--- config.mk ---
export PLATFORM = sky130hd
export DESIGN_NAME = median_column_reader
export DESIGN_NICKNAME = d
export VERILOG_FILES = /design/src/rtl/median_pkg.sv /design/src/rtl/median_line_store.sv /design/src/rtl/median_column_reader.sv
export SDC_FILE = /design/constraint.sdc
export NUM_CORES = 1
export LEC_CHECK = 0
export ABC_CLOCK_PERIOD_IN_PS = 5650
export BUFFER_PORTS_ARGS = -buffer_cell sky130_fd_sc_hd__buf_2
export CAP_MARGIN = 0
export CORE_ASPECT_RATIO = 0.8
export CORE_MARGIN = 2
export CORE_UTILIZATION = 30
export DETAILED_ROUTE_END_ITERATION = 16
export GPL_ROUTABILITY_DRIVEN = 0
export HOLD_SLACK_MARGIN = 0.1
export PLACE_DENSITY = 0.43
export SLEW_MARGIN = 15
export SYNTH_ARGS = -nofsm -noshare
export SYNTH_HDL_FRONTEND = slang
export SYNTH_SLANG_ARGS = --single-unit
--- constraint.sdc ---
create_clock -name clk -period 5.65 [get_ports clk]
set_clock_uncertainty 0.2 [all_clocks]
set_input_delay 0.8475 -clock clk [delete_from_list [all_inputs] [get_ports clk]]
set_output_delay 0.8475 -clock clk [all_outputs]
set_load 0.005 [all_outputs]
--- src/rtl/median_pkg.sv ---
// Shared types and constants for the median IP column reader.
//   PIX_W        default pixel width
//   pixel_t      one pixel at the default width
//   col_t        vertical 3-pixel column {top, mid, bot}
//   LINES_STEADY lines-counter value once two full rows are buffered
package median_pkg;

    localparam int unsigned PIX_W = 8;

    typedef logic [PIX_W-1:0] pixel_t;

    typedef struct packed {
        pixel_t top;
        pixel_t mid;
        pixel_t bot;
    } col_t;

    localparam logic [1:0] LINES_STEADY = 2'd2;

endpackage

--- src/rtl/median_line_store.sv ---
// One line of pixel storage. The read is combinational from the current address and the
// write lands on the clock edge, so a same-cycle read at the write address returns the
// old contents. Contents are never reset.
// Ports:
//   clk_i     clock
//   we_i      write enable
//   addr_i    shared read/write address
//   wdata_i   data written at addr_i
//   rdata_o   old contents at addr_i
module median_line_store #(
    parameter int unsigned N     = 8,
    parameter int unsigned Depth = 64,
    parameter int unsigned AW    = $clog2(Depth)
) (
    input  logic          clk_i,
    input  logic          we_i,
    input  logic [AW-1:0] addr_i,
    input  logic [N-1:0]  wdata_i,
    output logic [N-1:0]  rdata_o
);

    logic [N-1:0] mem_q [Depth];

    always_ff @(posedge clk_i) begin
        if (we_i) begin
            mem_q[addr_i] <= wdata_i;
        end
    end

    assign rdata_o = mem_q[addr_i];

endmodule

--- src/rtl/median_column_reader.sv ---
// Read side of the median pixel delay path. For every accepted raster pixel it emits the
// aligned vertical column (y-2, y-1, y) at that x, one clock later. Two chained line
// stores (L1 -> L2) hold the previous two rows. Rows that do not exist yet at the top of a
// frame are zeroed, or replicated when BORDER_REPLICATE_EN is defined.
// Ports:
//   clk, rst_n    clock, asynchronous active-low reset
//   in_valid_i    pixel present; in_sof_i marks x=0,y=0 of a new frame
//   in_data_i     pixel value
//   col_valid_o   column outputs valid
//   col_top_o / col_mid_o / col_bot_o   pixels at (x,y-2) / (x,y-1) / (x,y)
//   col_first_o / col_last_o            column is x=0 / x=H_ACTIVE-1
module median_column_reader
    import median_pkg::*;
#(
    parameter int unsigned N        = PIX_W,
    parameter int unsigned H_ACTIVE = 64
) (
    input  logic         clk,
    input  logic         rst_n,
    input  logic         in_valid_i,
    input  logic         in_sof_i,
    input  logic [N-1:0] in_data_i,
    output logic         col_valid_o,
    output logic [N-1:0] col_top_o,
    output logic [N-1:0] col_mid_o,
    output logic [N-1:0] col_bot_o,
    output logic         col_first_o,
    output logic         col_last_o
);

    localparam int unsigned    XW     = $clog2(H_ACTIVE);
    localparam logic [XW-1:0]  X_LAST = XW'(H_ACTIVE - 1);

    logic [XW-1:0] x_q, x_d, x_cur;
    logic [1:0]    lines_q, lines_d, lines_cur;
    logic [N-1:0]  rd1, rd2;
    logic [N-1:0]  top_q, top_d, mid_q, mid_d, bot_q, bot_d;
    logic          valid_q, valid_d, first_q, first_d, last_q, last_d;

    // sof restarts the frame on this very pixel, so it overrides the counters combinationally.
    assign x_cur     = in_sof_i ? '0 : x_q;
    assign lines_cur = in_sof_i ? '0 : lines_q;

    median_line_store #(
        .N     (N),
        .Depth (H_ACTIVE),
        .AW    (XW)
    ) u_line1 (
        .clk_i   (clk),
        .we_i    (in_valid_i),
        .addr_i  (x_cur),
        .wdata_i (in_data_i),
        .rdata_o (rd1)
    );

    median_line_store #(
        .N     (N),
        .Depth (H_ACTIVE),
        .AW    (XW)
    ) u_line2 (
        .clk_i   (clk),
        .we_i    (in_valid_i),
        .addr_i  (x_cur),
        .wdata_i (rd1),
        .rdata_o (rd2)
    );

    always_comb begin
        x_d     = x_q;
        lines_d = lines_q;
        valid_d = in_valid_i;
        top_d   = top_q;
        mid_d   = mid_q;
        bot_d   = bot_q;
        first_d = first_q;
        last_d  = last_q;
        if (in_valid_i) begin
            if (x_cur == X_LAST) begin
                x_d     = '0;
                lines_d = (lines_cur == LINES_STEADY) ? lines_cur : lines_cur + 2'd1;
            end else begin
                x_d     = x_cur + 1'b1;
                lines_d = lines_cur;
            end
            bot_d   = in_data_i;
            mid_d   = rd1;
            top_d   = rd2;
`ifdef BORDER_REPLICATE_EN
            if (lines_cur == 2'd0) begin
                top_d = in_data_i;
                mid_d = in_data_i;
            end else if (lines_cur == 2'd1) begin
                top_d = rd1;
            end
`else
            // Stale store contents from before this frame must never leak out.
            if (lines_cur == 2'd0) begin
                top_d = '0;
                mid_d = '0;
            end else if (lines_cur == 2'd1) begin
                top_d = '0;
            end
`endif
            first_d = (x_cur == '0);
            last_d  = (x_cur == X_LAST);
        end
    end

    always_ff @(posedge clk or negedge rst_n) begin
        if (!rst_n) begin
            x_q     <= '0;
            lines_q <= '0;
            valid_q <= 1'b0;
            top_q   <= '0;
            mid_q   <= '0;
            bot_q   <= '0;
            first_q <= 1'b0;
            last_q  <= 1'b0;
        end else begin
            x_q     <= x_d;
            lines_q <= lines_d;
            valid_q <= valid_d;
            top_q   <= top_d;
            mid_q   <= mid_d;
            bot_q   <= bot_d;
            first_q <= first_d;
            last_q  <= last_d;
        end
    end

    assign col_valid_o = valid_q;
    assign col_top_o   = top_q;
    assign col_mid_o   = mid_q;
    assign col_bot_o   = bot_q;
    assign col_first_o = first_q;
    assign col_last_o  = last_q;

endmodule

==> flow_metrics.py, run 1 <==
metrics = {
    "status": {
        "status": "finished, final reports clean",
    },
    "global_routing": {
        "antenna_found_initial": 11,
        "first_global_vias": 24800,
        "grt_pass1_wl_mm": 218,
        "grt_usage": 0.219,
        "grt_max_degree": 66,
        "gr-total-overflow": 0,
    },
    "sta": {
        "final-setup-viol-count": 0,
        "fmax_mhz": 198,
        "maxSlewHeadroom": 0.252,
        "post-route-period-util": 0.893,
        "max_slew.worst_pin.slew_ps": 1110,
        "rsz0062_at_grt": "false",
        "tns_ps": 0,
        "final_period_minus_worst_setup_slack_ps": 5040,
        "slew_viol_final": 0,
        "hold_viol_final": 0,
    },
    "placement": {
        "io_buffer_count": 38,
        "post-dp-hpwl_mm": 101,
    },
    "critical_path": {
        "slowest_stage": "o32ai_1",
        "cp-start-kind": "flop",
        "crit_path_cell_trace": "buf_12 > inv_1 > buf_4 > a21oi_4 > buf_4 > o2111ai_1 > o211ai_1 > o21ai_0 > o32ai_1",
        "rr_worst_depth": 9,
        "critical_path_class": "reg2reg",
        "cp-endpoint": "col_top_o[7]",
        "max_stage_delay_ps": 980,
        "cp_max_fo": 56,
        "cp.arrival_ps": 5390,
        "setup.worst_path.end_class": "flop",
        "rrSetupSlack_ps": 610,
        "timing.rr.start": "x_q[0]",
        "required_ps": 6000,
        "worstReg2RegEnd": "col_top_o[7]",
        "crit_start": "x_q[0]",
        "crit_top_cell": "buf_4",
    },
    "clocking": {
        "cts_hold_buf": 1,
        "htreeDepth": 3,
        "numClockSinks": 1059,
        "clock_latency_ps": 750,
        "ctsResizeCount": 0,
        "postCtsSetupRepairBufs": 0,
        "path_clk_slew_ps": 70,
        "tritoncts": "yes",
        "cts_buffers": 109,
        "cts.root.buffer_cell": "clkbuf_16",
        "clk_path_buf_depth": 3,
    },
    "floorplan": {
        "core_um2": 139000,
        "fp.dieH_um": 339,
        "start_util": 0.303,
        "rows": 122,
        "dieArea_um2": 143000,
        "pin_count": 39,
        "die_w_um": 422,
    },
    "synthesis": {
        "ys_seq_area_frac": 0.753,
        "ys_warn_count": 0,
        "ys.flop_type": "edfxtp_1",
        "syn_nets": 2501,
        "synth_async_sr_flop_share": 0.0331,
        "synth_cell_types": 84,
        "syn_area_um2": 42000,
        "synth_edf_count": 1024,
        "syn_inst": 2484,
        "synth.avg_cell_area_um2": 16.9,
        "ys_ff_latch": 1059,
    },
    "cells_and_area": {
        "utilization": 0.353,
        "drive_gt1_frac": 0.203,
        "multi_input_comb_area_um2": 9520,
        "n_fill_cell": 13200,
        "most-common-layout-cells": "edfxtp_1 (1,024), mux2i_1 (201), buf_4 (188)",
        "layout_commonest_cell": "edfxtp_1",
        "layout.nets": 2685,
        "regArea_um2": 31600,
        "area_growth_pct": 16.4,
    },
    "power_and_ir_drop": {
        "total_power_uw": 18700,
        "leakagePower_uw": 0.0158,
        "p_per_area_nw_per_um2": 382,
        "ir_drop_mv": 0.278,
    },
    "routing": {
        "wl_per_cell_um": 34.6,
        "vias": 25900,
        "drt_iter0_markers": 3730,
        "drcViolationCount": 0,
        "viasPerCell": 5.60,
        "drtAntennaViolNets": 0,
        "routed_wirelength_mm": 160,
        "dr.pass1.iters": 6,
    },
    "job": {
        "maxCapViolations": 0,
    },
    "min_path": {
        "holdCritPathClass": "reg2reg",
    },
}
[state kept, by name, summed over array words and instances, names as in the netlist]
signal         flops
col_bot_o          8
col_first_o        1
col_last_o         1
col_mid_o          8
col_top_o          8
col_valid_o        1
lines_q            2
u_line1.mem_q    512
u_line2.mem_q    512
x_q                6
[report_power, final]
part | switching (uW) | leakage (uW) | internal (uW)
combinational | 1850 | 0.00441 | 683
clock | 3170 | 0.00171 | 4020
sequential | 62.8 | 0.00968 | 8890
total | 5080 | 0.0158 | 13600
[per-stage QoR]
step | hold WS (ps) | instances | area, um2 | worst slack [ps]
after floorplan | 266 | 2484 | 42000 | 57.6
after global placement | 276 | 4415 | 45300 | 318
after detailed placement | 286 | 4416 | 45300 | 192
after CTS | 302 | 4615 | 48800 | 164
after global routing | 318 | 4615 | 48800 | 707
final | 302 | 4621 | 48900 | 606
[cell usage after synthesis, types with 37 or more instances]
library cell,n,area share
mux4_2,37,0.020
o22ai_1,67,0.010
mux2_2,49,0.013
mux2i_1,201,0.048
edfxtp_1,1024,0.73
a22oi_1,81,0.014
o21ai_0,78,0.0093
a21oi_1,71,0.0085
buf_2,49,0.0058
nand2_1,86,0.0077
nor2_1,156,0.014
clkbuf_1,49,0.0044
o221ai_1,37,0.0077
[cell families after synthesis]
| group | Yosys count | share of synthesized area |
|---|---|---|
| DFF | 1059 | 0.753 |
| muxes | 288 | 0.0813 |
| adders and majority gates | 5 | 0.00149 |
| buffers and inverters | 178 | 0.0237 |
| and+or+nand+nor | 403 | 0.0470 |
| xor gates and xnor gates | 1 | 0.000209 |
| AOI/OAI and AO/OA | 550 | 0.0932 |
[critical path, delay by kind of cell (launching register included)]
family | cells | cell delay (ps)
buf+inv | 4 | 1010
flops | 1 | 760
compound gates | 5 | 2740
[worst min-delay path by stage]
| stage | startpoint | endpoint | slack, ps | cells after the start |
|---|---|---|---|---|
| 2_1_floorplan | lines_q[0] | lines_q[0] | 270 | 1 |
| 3_3_place_gp | lines_q[1] | lines_q[1] | 280 | 1 |
| 3_5_place_dp | lines_q[0] | lines_q[0] | 290 | 1 |
| 4_1_cts | lines_q[0] | lines_q[0] | 300 | 1 |
| 5_1_grt | lines_q[0] | lines_q[0] | 320 | 1 |
| 6_report | lines_q[0] | lines_q[0] | 300 | 1 |
[layer usage]
metal / wire length, um / part of all wire / vias up / GRT usage
met5: 59 / 0.00037 / - / 0
met4: 4520 / 0.028 / 8 / 0.0551
met3: 14900 / 0.093 / 269 / 0.0511
met2: 67800 / 0.42 / 1413 / 0.315
met1: 72600 / 0.45 / 13700 / 0.330
li1: - / - / 10400 / -
[final cells by class]
type                            instances  share of cell area
Tap cell                             1860              0.0476
Inverter                               13            0.000999
Timing Repair Buffer                  238              0.0375
Multi-Input combinational cell       1247               0.195
Antenna cell                            6            0.000307
Sequential cell                      1059               0.647
Clock inverter                         59              0.0126
Clock buffer                          139              0.0587
Power figures use the tool's default switching activity.
==> inputs of run 2 (changes only) <==
--- a/config.mk
+++ b/config.mk
@@ -6,12 +6,12 @@
 export NUM_CORES = 1
 export LEC_CHECK = 0
 export ABC_CLOCK_PERIOD_IN_PS = 5650
-export BUFFER_PORTS_ARGS = -buffer_cell sky130_fd_sc_hd__buf_2
 export CAP_MARGIN = 0
 export CORE_ASPECT_RATIO = 0.8
 export CORE_MARGIN = 2
 export CORE_UTILIZATION = 30
 export DETAILED_ROUTE_END_ITERATION = 16
+export DONT_BUFFER_PORTS = 1
 export GPL_ROUTABILITY_DRIVEN = 0
 export HOLD_SLACK_MARGIN = 0.1
 export PLACE_DENSITY = 0.43
==> run 2 against run 1 <==
Compared with the run above: combinational power decreased by 5%; final cell count decreased by 1.4%; global-route usage decreased by 0.32 points; design area decreased by 0.30%.
==> flow_metrics.py, run 2 (synthesized netlist as in run 1, its figures left out) <==
metrics = {
    "cells_and_area": {
        "drive_gt1_frac": 0.187,
        "layout.nets": 2620,
        "layout_commonest_cell": "edfxtp_1",
        "area_growth_pct": 16.0,
        "reg.largest.list": "u_line1.mem_q: 512 flops, u_line2.mem_q: 512 flops",
        "utilization": 0.351,
        "instances_no_fill": 4557,
        "most-common-layout-cells": "edfxtp_1 (1,024), mux2i_1 (201), buf_4 (158)",
    },
    "sta": {
        "post-route-period-util": 0.875,
        "maxSlewHeadroom": 0.241,
        "final-setup-viol-count": 0,
        "fmax_mhz": 202,
        "rsz0062_at_grt": "false",
        "slew_viol_final": 0,
        "tns_ps": 0,
        "final_period_minus_worst_setup_slack_ps": 4950,
        "max_slew.worst_pin.slew_ps": 1130,
        "hold_viol_final": 0,
        "postLayoutSetupSlackWorst_ps": 704,
        "hold_slack_ps": 196,
    },
    "placement": {
        "io_buffer_count": 0,
        "place_ws_ps": 822,
        "placed_cells": 4343,
        "post-dp-hpwl_mm": 97.0,
    },
    "floorplan": {
        "dieArea_um2": 143000,
        "die_w_um": 422,
        "rows": 122,
        "start_util": 0.303,
        "fp.dieH_um": 339,
        "pin_count": 39,
        "core_um2": 139000,
    },
    "global_routing": {
        "first_global_vias": 24300,
        "antenna_found_initial": 12,
        "grt_usage": 0.216,
        "gr-total-overflow": 0,
        "grt_max_degree": 114,
        "grt_pass1_wl_mm": 214,
    },
    "critical_path": {
        "critical_path_class": "reg2reg",
        "slowest_stage": "or4_4",
        "cp_max_fo": 65,
        "crit_path_cell_trace": "nor2b_4 > inv_2 > buf_4 > nor2_1 > a22o_1 > a211oi_1 > o221ai_1 > or4_4",
        "setup.worst_path.end_class": "flop",
        "cpLargestDelayFamily": "simple AND/OR/NAND/NOR gates",
        "cp.arrival_ps": 5030,
        "crit_buf_inv": 2,
        "cp-start-kind": "flop",
        "max_stage_delay_ps": 940,
        "required_ps": 5730,
    },
    "power_and_ir_drop": {
        "seqPwrFrac": 0.478,
        "leakagePower_uw": 0.0156,
        "p_int_uw": 13800,
        "p_sw_frac": 0.266,
        "ir_drop_mv": 0.235,
        "p_per_area_nw_per_um2": 385,
        "power.net_switching_uw": 4990,
        "clock_power_share": 0.393,
        "comb_power_share": 0.128,
    },
    "clocking": {
        "cts_buffers": 105,
        "clk_path_buf_depth": 3,
        "clock_latency_ps": 730,
        "htreeDepth": 3,
        "path_clk_slew_ps": 60,
        "cts.root.buffer_cell": "clkbuf_16",
        "numClockSinks": 1059,
        "tritoncts": "yes",
    },
    "routing": {
        "viasPerCell": 5.59,
        "vias": 25500,
        "drtAntennaViolNets": 0,
        "routed_wirelength_mm": 158,
        "wl_per_cell_um": 34.7,
        "drt_iter0_markers": 3696,
        "drcViolationCount": 0,
        "dr.pass1.iters": 8,
    },
    "min_path": {
        "holdCritPathClass": "in2reg",
    },
    "status": {
        "status": "finished, final reports clean",
    },
    "job": {
        "maxCapViolations": 0,
    },
}
==> run 2: stage by stage <==
stage / total power, uW / cell area [um2]
6_report: 18700 / 48700
5_1_grt: 19200 / 48700
4_1_cts: 18800 / 48700
3_5_place_dp: 11400 / 44800
3_3_place_gp: 11400 / 44800
2_1_floorplan: 10300 / 42000
==> run 2: power by group through the flow <==
stage | sequential (uW) | clock (uW) | combinational, uW
2_1_floorplan | 9080 | 0 | 1260
3_3_place_gp | 9130 | 0 | 2240
3_5_place_dp | 9130 | 0 | 2260
4_1_cts | 8960 | 7510 | 2380
5_1_grt | 8970 | 7770 | 2480
6_report | 8970 | 7380 | 2400
==> run 2: final timing paths <==
check	end	depth (start not counted)	slack, ps	from
max	u_line2.mem_q[49][3]	8	700	x_q[0]
min	x_q[2]	2	200	in_valid_i
max reg2reg	u_line2.mem_q[49][3]	8	700	x_q[0]
min reg2reg	lines_q[0]	1	290	lines_q[0]
max in group asynchronous	x_q[0]	2	4530	rst_n
min in group asynchronous	col_mid_o[0]	2	400	rst_n
==> run 2: cell type report <==
class | count | area (um2)
Fill cell | 13200 | 89900
Sequential cell | 1059 | 31600
Multi-Input combinational cell | 1247 | 9530
Clock buffer | 118 | 2680
Tap cell | 1860 | 2330
Timing Repair Buffer | 177 | 1580
Clock inverter | 80 | 916
Inverter | 13 | 48.8
Antenna cell | 3 | 7.51
==> run 2: repair_timing <==
| item | 4_1_cts | 5_1_grt |
|---|---|---|
| hold buffers | 13 | 0 |
| endpoints found under the setup margin | 0 | 0 |
| gates resized for setup | 0 | 0 |
| hold endpoints to repair | 566 | 0 |
| setup buffers | 0 | 0 |
==> run 2: worst register-to-register path, cell delays in order (launching register included) <==
cell and delay, ps:
dfrtp_4 770, nor2b_4 350, inv_2 540, buf_4 440, nor2_1 190, a22o_1 240
a211oi_1 460, o221ai_1 300, or4_4 940
==> run 2: metal layers <==
layer,part of all wire,GRT usage,up-vias
li1,-,-,10300
met1,0.43,0.312,13600
met2,0.44,0.320,1392
met3,0.11,0.0573,199
met4,0.025,0.0540,6
met5,0.00022,0,-
